===== config.mk =====
export PLATFORM = sky130hd
export DESIGN_NAME = vend_controller
export DESIGN_NICKNAME = d
export VERILOG_FILES = /design/src/rtl/vend_controller.sv
export SDC_FILE = /design/constraint.sdc
export NUM_CORES = 1
export LEC_CHECK = 0
export BUFFER_PORTS_ARGS = -buffer_cell sky130_fd_sc_hd__clkbuf_2
export CAP_MARGIN = 25
export CORE_UTILIZATION = 50
export DETAILED_ROUTE_END_ITERATION = 10
export HOLD_SLACK_MARGIN = 0.05
export MAX_ROUTING_LAYER = met4
export PLACE_DENSITY = 0.76
export REMOVE_ABC_BUFFERS = 1
export SYNTH_ARGS = -nofsm -noshare
export SYNTH_HDL_FRONTEND = slang
export SYNTH_SLANG_ARGS = --single-unit

===== constraint.sdc =====
create_clock -name clk -period 9.6 [get_ports clk]
set_input_delay 1.92 -clock clk [delete_from_list [all_inputs] [get_ports clk]]
set_output_delay 1.92 -clock clk [all_outputs]
set_load 0.005 [all_outputs]

===== src/rtl/vend_controller.sv =====
// Parametrised vending controller: coin accumulation, timed vend, largest-coin-first change and refund.
// Optional auto-refund on inactivity is compiled in when VEND_TIMEOUT_EN is defined.
module vend_controller #(
  parameter int PRICE     = 20,
  parameter int CREDIT_W  = 6,
  parameter int P_VAL     = 1,
  parameter int N_VAL     = 5,
  parameter int D_VAL     = 10,
  parameter int VEND_HOLD = 4,
  parameter int TIMEOUT_S = 30
) (
  input  logic                clk,
  input  logic                rst,
  input  logic                p,
  input  logic                n,
  input  logic                d,
  input  logic                s,
  input  logic                sec_tick,
  output logic [CREDIT_W-1:0] credit,
  output logic [CREDIT_W-1:0] change,
  output logic                vend,
  output logic                ret_p,
  output logic                ret_n,
  output logic                ret_d,
  output logic                coin_rej,
  output logic                busy
);

  localparam logic [CREDIT_W-1:0] PRICE_C = CREDIT_W'(PRICE);
  localparam logic [CREDIT_W-1:0] P_C     = CREDIT_W'(P_VAL);
  localparam logic [CREDIT_W-1:0] N_C     = CREDIT_W'(N_VAL);
  localparam logic [CREDIT_W-1:0] D_C     = CREDIT_W'(D_VAL);
  localparam int                  HOLD_W  = (VEND_HOLD > 1) ? $clog2(VEND_HOLD + 1) : 1;
  localparam logic [HOLD_W-1:0]   HOLD_LAST = HOLD_W'(VEND_HOLD - 1);

  typedef enum logic [2:0] {
    S_IDLE,
    S_ACCUM,
    S_VEND,
    S_CHANGE,
    S_REFUND
  } state_t;

  state_t                state_q, state_d;
  logic [CREDIT_W-1:0]   credit_q, credit_d;
  logic [CREDIT_W-1:0]   change_q, change_d;
  logic [HOLD_W-1:0]     hold_q, hold_d;
  logic                  vend_q, vend_d;
  logic                  ret_p_q, ret_p_d;
  logic                  ret_n_q, ret_n_d;
  logic                  ret_d_q, ret_d_d;
  logic                  rej_q, rej_d;
  logic                  busy_q, busy_d;

  logic                  coin_any;
  logic                  coin_multi;
  logic [CREDIT_W-1:0]   coin_val;
  logic [CREDIT_W-1:0]   coin_sum;

`ifdef VEND_TIMEOUT_EN
  localparam int               TMO_W    = (TIMEOUT_S > 1) ? $clog2(TIMEOUT_S + 1) : 1;
  localparam logic [TMO_W-1:0] TMO_LAST = TMO_W'(TIMEOUT_S - 1);
  logic [TMO_W-1:0] tmo_q, tmo_d;
`else
  logic unused_sec_tick;
  assign unused_sec_tick = sec_tick;
`endif

  // Priority p > n > d: only the highest-priority tick is credited.
  assign coin_any   = p | n | d;
  assign coin_multi = (p & n) | (p & d) | (n & d);
  assign coin_val   = p ? P_C : (n ? N_C : (d ? D_C : '0));
  assign coin_sum   = credit_q + coin_val;

  always_comb begin
    state_d  = state_q;
    credit_d = credit_q;
    change_d = change_q;
    hold_d   = hold_q;
    ret_p_d  = 1'b0;
    ret_n_d  = 1'b0;
    ret_d_d  = 1'b0;
    rej_d    = 1'b0;
`ifdef VEND_TIMEOUT_EN
    tmo_d    = tmo_q;
`endif

    case (state_q)
      S_IDLE, S_ACCUM: begin
        rej_d = coin_multi;
        if (coin_any) begin
`ifdef VEND_TIMEOUT_EN
          tmo_d = '0;
`endif
          credit_d = coin_sum;
          if (coin_sum >= PRICE_C) begin
            state_d  = S_VEND;
            change_d = coin_sum - PRICE_C;
            hold_d   = '0;
          end else if (s) begin
            state_d  = S_REFUND;
            change_d = coin_sum;
            credit_d = '0;
          end else begin
            state_d = S_ACCUM;
          end
        end else if (s && credit_q != '0) begin
          state_d  = S_REFUND;
          change_d = credit_q;
          credit_d = '0;
        end
`ifdef VEND_TIMEOUT_EN
        else if (state_q == S_ACCUM && sec_tick) begin
          if (tmo_q == TMO_LAST) begin
            state_d  = S_REFUND;
            change_d = credit_q;
            credit_d = '0;
          end else begin
            tmo_d = tmo_q + TMO_W'(1);
          end
        end
`endif
      end

      S_VEND: begin
        rej_d = coin_any;
        if (hold_q == HOLD_LAST) begin
          state_d  = S_CHANGE;
          credit_d = '0;
          hold_d   = '0;
        end else begin
          hold_d = hold_q + HOLD_W'(1);
        end
      end

      S_CHANGE, S_REFUND: begin
        rej_d = coin_any;
        if (change_q == '0) begin
          state_d = S_IDLE;
        end else begin
          if (change_q >= D_C) begin
            ret_d_d  = 1'b1;
            change_d = change_q - D_C;
          end else if (change_q >= N_C) begin
            ret_n_d  = 1'b1;
            change_d = change_q - N_C;
          end else begin
            ret_p_d  = 1'b1;
            change_d = change_q - P_C;
          end
          // Leave on the edge that returns the last coin rather than idling a cycle at zero.
          if (change_d == '0) begin
            state_d = S_IDLE;
          end
        end
      end

      default: begin
        state_d  = S_IDLE;
        credit_d = '0;
        change_d = '0;
        hold_d   = '0;
      end
    endcase

`ifdef VEND_TIMEOUT_EN
    if (state_d != S_ACCUM) begin
      tmo_d = '0;
    end
`endif

    vend_d = (state_d == S_VEND);
    busy_d = (state_d == S_VEND) || (state_d == S_CHANGE) || (state_d == S_REFUND);
  end

  always_ff @(posedge clk or negedge rst) begin
    if (!rst) begin
      state_q  <= S_IDLE;
      credit_q <= '0;
      change_q <= '0;
      hold_q   <= '0;
      vend_q   <= 1'b0;
      ret_p_q  <= 1'b0;
      ret_n_q  <= 1'b0;
      ret_d_q  <= 1'b0;
      rej_q    <= 1'b0;
      busy_q   <= 1'b0;
    end else begin
      state_q  <= state_d;
      credit_q <= credit_d;
      change_q <= change_d;
      hold_q   <= hold_d;
      vend_q   <= vend_d;
      ret_p_q  <= ret_p_d;
      ret_n_q  <= ret_n_d;
      ret_d_q  <= ret_d_d;
      rej_q    <= rej_d;
      busy_q   <= busy_d;
    end
  end

`ifdef VEND_TIMEOUT_EN
  always_ff @(posedge clk or negedge rst) begin
    if (!rst) begin
      tmo_q <= '0;
    end else begin
      tmo_q <= tmo_d;
    end
  end
`endif

  assign credit   = credit_q;
  assign change   = change_q;
  assign vend     = vend_q;
  assign ret_p    = ret_p_q;
  assign ret_n    = ret_n_q;
  assign ret_d    = ret_d_q;
  assign coin_rej = rej_q;
  assign busy     = busy_q;

endmodule


==> run_results.csv <==
group,metric,value,unit
worst_setup_path,startpoint_type,"input pin",
clocking,clk_pin_slew,90,ps
clocking,cts-buffers-inserted,3,
synth,async_flop_share,1.000,
detailed_routing,viasPerCell,5.969,
timing,fin_crit,5070,ps
worst_setup_path,cp.arrival,5230,ps
timing,hold_viol,0,
synth,synth_edf_count,0,
timing,max_slew_margin,0.4628,
synth,synth_flop_cell,"dfrtp_1",
global_routing,overflow,0,
synth,synth_seq_area_share,0.2970,
pwr,p_seq_frac,0.266,
placement,dp_hpwl,3401,um
timing,rsz0062_at_grt,"false",
timing,skew,4.793,ps
pwr,p_switching,0.3363,mW
pwr,switching_share,0.4774,
cells_and_area,final_nets,294,
synth,ys_ff_latch,24,
detailed_routing,drt-total-wl,4615,um
synth,ys_top_cells_by_area,"dfrtp_1 (30%), ha_1 (9.3%), o21ai_0 (6.4%)",
detailed_routing,dr_total_vias,1898,
timing,fin_ws,4530,ps
worst_setup_path,crit_required,9760,ps
pwr,p_total,0.7045,mW
worst_setup_path,cpMostUsedCell,"inv_1",
timing,whs,504.4,ps
floorplanning,start_util,0.5362,
cells_and_area,fillers,346,
cells_and_area,fin_area,2233,sq um
global_routing,antenna_found_initial,0,
outcome,status,"complete, no violations",
global_routing,grt_pass1_wl,8155,um
pwr,combPwrFrac,0.607,
synth,yosysTopAreaCell,"dfrtp_1",
placement,gp_congestion,0.8884,
cells_and_area,drive_gt1_frac,0.1481,
clocking,cts_resized,0,
floorplanning,die_h,65.59,um
cells_and_area,num_antenna_cells,0,
clocking,cts_setup_buffers,0,
clocking,h-tree-depth,1,
pwr,p_leak,1.053,nW
clocking,cts_tree,"yes",
synth,synth_warnings,0,
worst_setup_path,critical_path.max_fanout,10,
cells_and_area,area_growth,10.46,%
global_routing,grt_max_degree,25,
clocking,cts_root_buffer,"clkbuf_8",
detailed_routing,wire_per_inst,14.51,um
worst_setup_path,crit_type,"in -> reg",
worst_setup_path,crit_slowest_cell,"a311oi_4",
floorplanning,rows,22,
pwr,power.density,315.4,nW/um^2
timing,maxSlewViolCount,0,
synth,synth_area_per_cell,8.024,sq um
placement,dp_slack,4254,ps
pwr,power_frac_clock,0.127,
synth,yosys.area.top_type_share,0.2970,
placement,dpl_cell_area,2162,sq um
pwr,cellInternalPower,0.3682,mW
synth,synth_cell_types,54,
clocking,ctsHoldBuffers,0,
worst_setup_path,cp_cell_sequence,"clkbuf_2 > nor2_1 > inv_1 > ha_1 > inv_1 > fa_1 > nor2b_4 > or2_2 > inv_1 > ha_1 > nand3b_1 > nand2_1 > a32o_1 > a311oi_4 > o21ai_2 > o21ai_4 > mux2_2",
timing,period_share,0.5282,
detailed_routing,drt_pass1_iterations,4,
synth,synth_cells,252,
hold_path,hp-class,"reg -> reg",
clocking,cts.sinks,24,
clocking,worstSkewPairLatency,270,ps
detailed_routing,dr.first_iter.drc_count,183,
floorplanning,core,3771,sq um
run,drv_cap,0,
clocking,clockBufferDepth,2,
floorplanning,die_w,65.59,um
global_routing,grt_util_all_layers,0.2484,
timing,worst_pin_slew,799.6,ps
worst_setup_path,cp-end-kind,"flip-flop",
detailed_routing,route.detailed.drc,0,
timing,fmax,0.1972,GHz
floorplanning,io_pins,25,
timing,fin_setup_tns,0,ps
timing,finalSetupViolations,0,
synth,netlist_area,2022,sq um
pwr,ir_worst_vdd,0.1507,mV
floorplanning,die_area,4302,sq um
global_routing,grt_pass1_vias,1714,
worst_setup_path,cp_slowest_stage_delay,480,ps
placement,port_buffers,23,
detailed_routing,ant_nets,0,
## cell usage after synthesis (2+ instances only)
master / n
a21oi_1: 21
o221ai_1: 2
nor2b_1: 5
inv_1: 15
o31ai_1: 4
o211ai_1: 2
o31a_1: 2
clkbuf_1: 8
a32o_1: 2
ha_1: 15
o21a_1: 2
o21ai_0: 26
nor3_1: 4
nor3b_1: 2
nand2b_1: 5
and3_1: 3
mux2_2: 2
mux2i_1: 5
dfrtp_1: 24
nand2_1: 27
nand3_1: 10
or2_2: 2
and2_1: 2
or3_1: 3
xnor2_1: 2
a211oi_1: 2
nand3b_1: 2
o21bai_1: 2
nor2_1: 25
a31oi_1: 2
## final timing paths
| kind | startpoint | to | slack [ps] | cells past startpoint |
|---|---|---|---|---|
| worst max-delay path | p | change[4] | 4530 | 17 |
| worst min-delay path | hold_q[1] | hold_q[1] | 500 | 1 |
| worst max register to register | credit[0] | change[4] | 5950 | 14 |
| worst min register to register | hold_q[1] | hold_q[1] | 500 | 1 |
| max in group asynchronous | rst | ret_p | 7560 | 1 |
| min in group asynchronous | rst | credit[4] | 1640 | 1 |
## registers in the layout, summed over array words and instances (netlist names)
| signal | flops |
|---|---|
| busy | 1 |
| change | 6 |
| coin_rej | 1 |
| credit | 6 |
| hold_q | 3 |
| ret_d | 1 |
| ret_n | 1 |
| ret_p | 1 |
| state_q | 3 |
| vend | 1 |
## metal layers
metal  GRT usage  vias to the layer above  share of wire
met5           -                        -              0
met4     0.08152                        0          0.012
met3     0.01910                        6          0.041
met2      0.3853                       60           0.47
met1      0.3431                      895           0.48
li1            -                      937              -
## cells by family (layout without fill, tap and decap cells)
logic type | after synthesis | count (layout) | synth area share
AO/OA/AOI/OAI | 81 | 81 | 0.2649
XOR/XNOR | 3 | 3 | 0.01300
adder cells (fa/ha/maj) | 16 | 16 | 0.1027
buffers and inverters | 24 | 42 | 0.04517
flip-flops | 24 | 24 | 0.2970
multiplexers | 8 | 8 | 0.04331
AND/OR/NAND/NOR | 96 | 96 | 0.2339
## placed cells by master, fill, tap and decap left out, drive strengths merged, types with 2 or more instances in the layout
cell     n
nor3     4
a32o     2
inv     15
and3     3
nand3   10
nand2b   5
xnor2    2
o21bai   2
a21oi   21
a21o     2
nor2    25
nor3b    2
clkbuf  26
a31oi    2
o31ai    4
nor2b    6
and2     2
or2      3
o21a     2
dfrtp   24
a211oi   3
o221ai   2
o31a     2
o211ai   2
nand3b   2
mux2     3
ha      15
nand2   27
o21ai   29
a311oi   2
or3      4
mux2i    5
## critical path: cells and delay by family
family | cells | cell delay, ps
adders and majority gates | 3 | 810
AOI/OAI and AO/OA | 4 | 1170
buffers and inverters | 4 | 310
muxes | 1 | 370
and+or+nand+nor | 5 | 640
## final cells by class
| cell class | instances | area, sq um | area share |
|---|---|---|---|
| clock inverters | 1 | 30.03 | 0.01345 |
| flip-flops and latches | 24 | 600.6 | 0.2689 |
| inverters | 15 | 56.30 | 0.02521 |
| clock buffers | 3 | 41.29 | 0.01849 |
| multi-input cells | 204 | 1330 | 0.5955 |
| well taps | 48 | 60.06 | 0.02689 |
| repair buffers | 23 | 115.1 | 0.05154 |
## power groups by stage
stage	registers [mW]	logic, mW	clock network (mW)
global placement	0.188	0.412	0
finish	0.188	0.427	0.0895
global route	0.195	0.490	0.0937
detailed placement	0.188	0.419	0
CTS	0.187	0.424	0.0898
floorplan	0.179	0.312	0
## through the flow
stage,utilization,std cells
after floorplan,-,243
after global placement,0.5733,314
after detailed placement,0.5733,314
after CTS,0.5922,318
after global routing,0.5922,318
final,0.5922,318
No activity file was read; power rests on OpenSTA's default activity.
